[src/rtl/rr_burst_arbiter.sv]
// Round-robin arbiter sharing one WIDTH-bit datapath among N requesters.
// A grant is locked from the first beat until the requester's Last beat is accepted.
module rr_burst_arbiter #(
   parameter int N = 4,
   parameter int WIDTH = 32,
   localparam int SELW = $clog2(N)
) (
   input  logic               clk,
   input  logic               reset,
   input  logic [N-1:0]       Req,
   input  logic [N-1:0]       Last,
   input  logic [N*WIDTH-1:0] DataIn,
   input  logic               OutReady,
   output logic [N-1:0]       Gnt,
   output logic [SELW-1:0]    Sel,
   output logic               OutValid,
   output logic [WIDTH-1:0]   OutData,
   output logic               OutLast,
   output logic [N-1:0]       Ack,
   output logic               Busy
);

   typedef enum logic {IDLE, BUSY} state_t;

   state_t          state_reg, state_next;
   logic [SELW-1:0] ptr_reg, ptr_next;
   logic [SELW-1:0] sel_reg, sel_next;
   logic [N-1:0]    gnt_reg, gnt_next;
   logic [SELW-1:0] winner;
   logic [WIDTH-1:0] words [N];
   logic            transfer;

   genvar gi;
   generate
      for (gi = 0; gi < N; gi++) begin : g_lane
         assign words[gi] = DataIn[gi*WIDTH +: WIDTH];
         assign Ack[gi]   = gnt_reg[gi] & transfer;
      end
   endgenerate

   // Scan from the farthest offset down so the requester nearest Ptr wins.
   always_comb begin
      int idx;
      idx    = 0;
      winner = '0;
      for (int k = N - 1; k >= 0; k--) begin
         idx = int'(ptr_reg) + k;
         if (idx >= N) idx = idx - N;
         if (Req[idx]) winner = SELW'(idx);
      end
   end

   assign Busy     = (state_reg == BUSY);
   assign OutValid = Busy & Req[sel_reg];
   assign OutData  = words[sel_reg];
   assign OutLast  = Last[sel_reg] & OutValid;
   assign transfer = OutValid & OutReady;
   assign Gnt      = gnt_reg;
   assign Sel      = sel_reg;

   always_comb begin
      state_next = state_reg;
      ptr_next   = ptr_reg;
      sel_next   = sel_reg;
      gnt_next   = gnt_reg;
      case (state_reg)
         IDLE: begin
            if (|Req) begin
               state_next = BUSY;
               sel_next   = winner;
               gnt_next   = {{(N-1){1'b0}}, 1'b1} << winner;
            end
         end
         BUSY: begin
            // Burst end: release and hand lowest priority to the one just served.
            if (transfer && OutLast) begin
               state_next = IDLE;
               gnt_next   = '0;
               ptr_next   = (int'(sel_reg) == N - 1) ? '0 : sel_reg + SELW'(1);
            end
         end
         default: state_next = IDLE;
      endcase
   end

   always_ff @(posedge clk or posedge reset) begin
      if (reset) begin
         state_reg <= IDLE;
         ptr_reg   <= '0;
         sel_reg   <= '0;
         gnt_reg   <= '0;
      end else begin
         state_reg <= state_next;
         ptr_reg   <= ptr_next;
         sel_reg   <= sel_next;
         gnt_reg   <= gnt_next;
      end
   end

endmodule

[config.mk]
export PLATFORM = sky130hd
export DESIGN_NAME = rr_burst_arbiter
export DESIGN_NICKNAME = d
export VERILOG_FILES = /design/src/rtl/rr_burst_arbiter.sv
export SDC_FILE = /design/constraint.sdc
export NUM_CORES = 1
export LEC_CHECK = 0
export BUFFER_PORTS_ARGS = -buffer_cell sky130_fd_sc_hd__buf_2
export CORE_AREA = 2 2 72 74
export DETAILED_ROUTE_END_ITERATION = 10
export DIE_AREA = 0 0 74 76
export PLACE_DENSITY_LB_ADDON = 0.12
export SLEW_MARGIN = 5
export SYNTH_ARGS = -nofsm -noshare
export SYNTH_HDL_FRONTEND = slang
export SYNTH_SLANG_ARGS = --single-unit
[constraint.sdc]
create_clock -name clk -period 3.1 [get_ports clk]
set_input_delay 0.62 -clock clk [delete_from_list [all_inputs] [get_ports clk]]
set_output_delay 0.62 -clock clk [all_outputs]
set_load 0.01 [all_outputs]
=== Word-level counts from Yosys, hierarchy flattened ===
Cells that the tools add are included.

* Mux-type cells: 34
* Multiply operators: 0
* Bitwise operators: 9
* Equal/unequal tests: 3
* Reductions and logical operators: 5
* Div/mod/pow operators: 0
* Add/sub/neg operators: 8
* Shift-type cells: 1
* Magnitude comparators: 10

{| class="wikitable"
|+ Operators with widths
! kind !! count
|-
| 32-bit two-way mux || 6
|-
| 32-bit by 4-bit < comparator with 1-bit output, second input constant || 4
|-
| 32-bit binary-select mux with 2-bit select || 1
|-
| 1-bit binary-select mux with 2-bit select || 6
|-
| 3-bit >= comparator, second input constant || 4
|-
| 1-bit two-way mux || 12
|-
| 3-bit by 3-bit subtractor with 4-bit output, second input constant || 3
|-
| 2-bit two-way mux || 5
|-
| 4-bit two-way mux || 2
|-
| 4-bit one-hot mux with 2 select lines || 1
|-
| 1-bit AND || 7
|-
| 2-bit by 2-bit adder with 3-bit output, second input constant || 2
|-
| 2-bit AND reduction || 3
|-
| 4-bit OR reduction || 1
|-
| 1-bit by 2-bit << shifter with 4-bit output, first input constant || 1
|-
| 2-bit by 3-bit subtractor with 4-bit output, second input constant || 1
|-
| 2-bit by 1-bit adder with 3-bit output, second input constant || 1
|-
| 2-bit by 3-bit >= comparator with 1-bit output, second input constant || 1
|-
| 2-bit by 3-bit < comparator with 1-bit output, second input constant || 1
|-
| 2-bit NOT with 3-bit output || 1
|-
| 2-bit by 1-bit adder with 2-bit output, second input constant || 1
|-
| 2-bit by 1-bit equality test with 1-bit output, second input constant || 1
|-
| 2-bit by 1-bit != test with 1-bit output, second input constant || 1
|-
| 2-bit != test, second input constant || 1
|-
| 3 further kinds || 3
|}

* Register bits: 9
* Memory bits (read-only): 0
* Memory bits (writable): 0
* Input port bits: 139
* Word-level logic and storage cells: 74
* Output and inout port bits: 45
* Memories kept: 0
* Latch bits: 0

=== Depth between registers and ports, before layout ===
Gate-level depths: netlist (run 1).

* Depth after elaboration: 13
* Gate-level depth with buffers: 5
* Depth with buffers taken out: 4

=== Least setup slack after synthesis (run 1) ===
No wires, ideal clock.

* Path kind: flip-flop to output port
* Start point: register sel_reg[0] (netlist: Sel[0])
* End point: output port OutData[0]
* Arrival: 1.459 ns
* Path slack: 1.021 ns
* Required time: 2.480 ns
* Cell stages (with the launch flop): 4
* Buffers on the path: 2
* Path through: dfrtp_1 buf_4 buf_2 mux4_2

* Word-level cells in the longest chain between the ends: 4

{| class="wikitable"
|+ Ends and longest elaborated chain
! what !! line !! RTL
|-
| start: declaration || 27 || <nowiki>logic [SELW-1:0] sel_reg, sel_next;</nowiki>
|-
| start signal: assignment || 95 || <nowiki>sel_reg <= sel_next;</nowiki>
|-
| 2-bit NOT with 3-bit output (implied by the code) || 55 || <nowiki>assign OutData = words[sel_reg];</nowiki>
|-
| 32-bit binary-select mux with 2-bit select || 55 ||
|-
| 32-bit two-way mux (implied by the code) (2 in series) || 55 ||
|-
| end: declaration || 17 || <nowiki>output logic [WIDTH-1:0] OutData,</nowiki>
|}

No other way between the ends. The select of a mux whose other input is x is not followed.

=== Worst setup path after layout (run 1) ===
* Start point: register sel_reg[0] (netlist: Sel[0])
* End point: output port OutData[22]

The elaborated chain is that of the path after synthesis.

==> qor.csv, run 1 <==
metric;value;unit
Clock Tree Root;clkbuf_8;
I/O Buffers;183;
row cnt;26;
peak supply drop;0.375;mV
Syn Area/Cell;14.3;µm²
Cells after Synth;91;
Startpoint Class;flip-flop;
CTS sink cnt;9;
CP top delay family;flip-flops;
slowest CP cell;dfrtp_2;
Via density;4.72;
TNS Setup;0;ps
Area Growth Syn to Fin;80.6;%
GPL Wtd Cong;0.792;
Reg-to-Reg Start;Sel[0];
Core Area;4910;µm²
largest net degree at the start of global routing;26;
sw frac;0.414;
hold buffers post-CTS;0;
design area;2350;µm²
Sequential Area;226;µm²
crit path kind;flip-flop to output pin;
CTS max path bufs;2;
Yosys cell types;27;
H-tree levels;1;
global-route usage over all layers;0.184;
Worst Path Required;2480;ps
drt drc;0;
initial antenna violation count;0;
HP Class;primary input to async pin;
Multi-input gate area;1010;µm²
I/O pin count;184;
Detail Placement HPWL;4660;µm
chip width;74;µm
internal power;0.919;mW
status;complete, no violations;
via count;1624;
fin nets;415;
final max-slew violation count;0;
Worst Path Buf+Inv;2;
worst-skew pair later-pin latency;230;ps
Leakage;1.23;nW
final hold violations;0;
final clock skew;0.264;ps
Slew headroom;0.650;
number of synthesized flops with an enable pin;0;
mean routed wirelength per cell;15.6;µm
FILL cells;489;
Antenna diodes;0;
DP Area;2300;µm²
power share of the clock group;0.086;
Crit path arrival time;1900;ps
Max-cap violations;0;
Largest register FFs;4;
Cell Chain, Critical Path;buf_4 > mux4_2 > buf_2;
post-synthesis sequential area ratio;0.173;
antenna-violating nets left;0;
Die ar.;5620;µm²
share of cells above drive strength 1;0.836;
Tightest Pin Transition;511;ps
Period Utilization, post-route;0.812;
CTS buffer count;3;
Post-CTS Setup Bufs;0;
Setup-failing EPs final;0;
top cell type's share of synthesized area;0.590;
synthesized area;1300;µm²
Final Critical Period;2520;ps
clock slew at reported path FFs;40;ps
RSZ-0062 raised after global routing;false;
synth warn;0;
top post-synthesis cells by area;mux4_2 (59%), dfrtp_1 (17%), a22o_1 (2.7%);
post-synth top area cell;mux4_2;
Detailed Route WL;5350;µm
1st-iter DRT viols;49;
Net Switching;0.650;mW
Starting Density;0.264;
count leader, synth;mux4_2;
first-pass GRT wire length;8110;µm
Sequential Power Share;0.157;
cts repair resizes;0;
flops & latches, synth;9;
Synth top cells by count;mux4_2 (34), dfrtp_1 (9), and3_1 (5);
number of global-route vias before repair;1642;
max incr delay on CP;670;ps
pwr/cell area;669;nW/µm²
proportion of power drawn by combinational gates;0.758;
CTS tree;built;
grt ovf;0;
Max Freq;397;MHz
Die H;76;µm
Worst setup EP type;output pin;
ys flop type;dfrtp_1;
router iterations before antenna repair;4;
ys async rst share;1.00;
Crit Path Max Fanout;17;
Synth Net Count;231;
Worst Setup SP;Sel[0];
-- routing by layer --
metal  wire length [µm]  track usage  up-vias
met5                  0            0        -
met4                134       0.0655        0
met3                385       0.0238       12
met2               2920        0.344       84
met1               1910        0.206      762
li1                   -            -      766
-- power by group through the flow --
stage | registers (mW) | clock network, mW | logic [mW]
detailed placement | 0.251 | 0 | 1.20
floorplan | 0.218 | 0 | 0.806
finish | 0.246 | 0.134 | 1.19
global placement | 0.249 | 0 | 1.20
global route | 0.259 | 0.143 | 1.28
CTS | 0.250 | 0.136 | 1.21
-- placed cells by master (no fill, tap or decap), types with 2 or more instances in the layout --
| cell type | n |
|---|---|
| dfrtp_1 | 8 |
| and3_1 | 5 |
| o21a_1 | 2 |
| mux4_2 | 34 |
| nand2_1 | 4 |
| o21ai_0 | 3 |
| buf_2 | 183 |
| a22o_1 | 4 |
| and2_1 | 2 |
| buf_4 | 3 |
| clkbuf_8 | 3 |
| a21o_1 | 2 |
| nor2_1 | 2 |
| inv_1 | 4 |
-- worst reg2reg max path: cells and delay by family (launching register included) --
| kind | cells | cell delay, ps |
|---|---|---|
| flip-flops | 1 | 670 |
| multiplexers | 2 | 960 |
| AND/OR/NAND/NOR | 1 | 140 |
-- path summary, 6_finish.rpt --
kind                          endpoint  slack, ps  depth (start not counted)
max                        OutData[22]        580                          3
min                         ptr_reg[1]        350                          2
max reg2reg                 ptr_reg[1]       1210                          3
min reg2reg                     Gnt[3]        520                          1
max in group asynchronous       Sel[0]       2480                          2
min in group clk                Gnt[3]        520                          1
-- cell type report --
cell class                      count  area share
Multi-Input combinational cell     70       0.432
Timing Repair Buffer              187       0.409
Sequential cell                     9      0.0965
Tap cell                           70      0.0373
Clock buffer                        4      0.0192
Inverter                            4     0.00640
-- stage by stage --
| step | instances | total power, mW | hold slack [ps] | worst slack (ps) | util |
|---|---|---|---|---|---|
| after global placement | 340 | 1.45 | 503 | 807 | 0.468 |
| after CTS | 344 | 1.60 | 356 | 542 | 0.478 |
| after detailed placement | 340 | 1.45 | 501 | 798 | 0.468 |
| final | 344 | 1.57 | 347 | 584 | 0.478 |
| after floorplan | 91 | 1.02 | 448 | 1020 | - |
| after global routing | 344 | 1.69 | 379 | 468 | 0.478 |
-- cells by family after synthesis --
logic type                 after synthesis  share of synthesized area
AOI/OAI and AO/OA                       17                     0.0983
buffers and inverters                   12                     0.0462
adders and majority gates                1                    0.00963
and+or+nand+nor                         17                     0.0742
muxes                                   35                      0.598
DFF                                      9                      0.173
Note: power is estimated with default switching activity, not from simulation.
==> inputs of run 2 (changes only) <==
- clock period: 3.1 -> 2.6 ns (I/O delays scaled with it)
==> run 2 against run 1 <==
  * Register-to-register slack worse by 330 ps
  * Largest power group unchanged
  * Non-clock buffer count unchanged
  * Sequential share of layout area up 0.052 points
  * Hold slack worse by 100 ps
  * Clock skew up 2.2 ps
  * Routed wire length up 1.6%
  * Power up 18%
  * Flip-flop and latch count unchanged
  * Critical endpoint is now OutData[20]
  * Clock power up 17%
  * Highest routed layer unchanged
  * Utilization down 0.25 points
  * Setup slack worse by 250 ps
==> qor.csv, run 2 (synthesis gave the netlist of run 1 again) <==
metric;value;unit
Tightest Pin Transition;540;ps
sw frac;0.417;
row cnt;26;
fin cells;344;
CTS tree;built;
via count;1617;
H-tree levels;1;
first-pass GRT wire length;8240;µm
Setup-failing EPs final;0;
final hold violations;0;
router iterations before antenna repair;4;
I/O Buffers;183;
RSZ-0062 raised after global routing;false;
Detailed Route WL;5440;µm
final clock skew;2.44;ps
drt drc;0;
worst-skew pair later-pin latency;230;ps
final max-slew violation count;0;
Max Freq;441;MHz
Worst Path Required;2080;ps
Clock Tree Root;clkbuf_8;
Period Utilization, post-route;0.872;
Sequential Power Share;0.144;
power share of the clock group;0.085;
chip width;74;µm
internal power;1.08;mW
largest net degree at the start of global routing;24;
antenna-violating nets left;0;
Starting Density;0.264;
TNS Setup;0;ps
crit path kind;flip-flop to output pin;
HP Class;primary input to async pin;
status;complete, no violations;
mean routed wirelength per cell;15.8;µm
Post-CTS Setup Bufs;0;
Detail Placement HPWL;4790;µm
Core Area;4910;µm²
commonest non-fill, non-tap cells in the layout;buf_2 (183), mux4_2 (34), dfrtp_1 (8), and3_1 (5);
Worst setup EP type;output pin;
CTS buffer count;3;
cts repair resizes;0;
hold buffers post-CTS;0;
1st-iter DRT viols;27;
pwr/cell area;792;nW/µm²
Net Switching;0.770;mW
I/O pin count;184;
proportion of power drawn by combinational gates;0.771;
clock slew at reported path FFs;40;ps
placed cells;340;
Leakage;1.23;nW
CTS sink cnt;9;
Via density;4.70;
Crit Path Max Fanout;17;
CTS max path bufs;2;
Startpoint Class;flip-flop;
Final Critical Period;2270;ps
number of global-route vias before repair;1716;
Max-cap violations;0;
fin nets;415;
share of cells above drive strength 1;0.836;
Crit path arrival time;1750;ps
global-route usage over all layers;0.188;
Slew headroom;0.631;
GPL Wtd Cong;0.780;
Largest register FFs;4;
Antenna diodes;0;
commonest non-fill, non-tap cell in the layout;buf_2;
peak supply drop;0.396;mV
initial antenna violation count;0;
grt ovf;0;
FILL cells;472;
Die H;76;µm
Area Growth Syn to Fin;79.7;%
Die ar.;5620;µm²
run 2: cell count changes in the layout (fill, tap and decap cells not counted):
cell	before	now
buf_12	1	0
buf_4	3	4
run 2: critical path: stages, from the launching register on:
cell,delay (ps)
dfrtp_2,460
buf_4,350
mux4_2,550
buf_2,150
run 2: power groups by stage:
stage / registers [mW] / logic [mW] / clock network [mW]
floorplan: 0.259 / 0.961 / 0
global placement: 0.269 / 1.44 / 0
detailed placement: 0.269 / 1.44 / 0
CTS: 0.267 / 1.45 / 0.164
global route: 0.275 / 1.54 / 0.169
finish: 0.266 / 1.42 / 0.157
run 2: per-stage QoR:
step	utilization	worst slack [ps]	area, µm²	power (mW)	hold WS, ps
after global routing	0.475	243	2330	1.99	281
after CTS	0.475	314	2330	1.88	254
after floorplan	-	621	1300	1.22	348
after global placement	0.466	531	2290	1.71	505
final	0.475	333	2330	1.85	245
after detailed placement	0.466	502	2290	1.71	500
run 2: worst paths after layout:
check | slack, ps | cells after the start | endpoint | start
setup / recovery | 330 | 3 | OutData[20] | Sel[0]
hold / removal | 240 | 2 | Gnt[1] | reset
setup reg to reg | 880 | 4 | ptr_reg[1] | Sel[1]
hold reg to reg | 520 | 1 | Gnt[0] | Gnt[0]
max in group asynchronous | 2080 | 2 | Sel[0] | reset
min in group clk | 520 | 1 | Gnt[0] | Gnt[0]
run 2: per-layer routing:
layer	vias up	wire [µm]	share of wire	track usage
met2	72	2980	0.55	0.351
met4	0	139	0.026	0.0727
met3	12	493	0.091	0.0410
li1	764	-	-	-
met1	769	1830	0.34	0.197
met5	-	0	0	0
run 2: area by class of cell:
type	instances	area, µm²	area share
Inverter	4	15.0	0.00643
Multi-Input combinational cell	70	1010	0.434
Timing Repair Buffer	187	946	0.405
Clock buffer	4	45.0	0.0193
Sequential cell	9	226	0.0971
Tap cell	70	87.6	0.0375
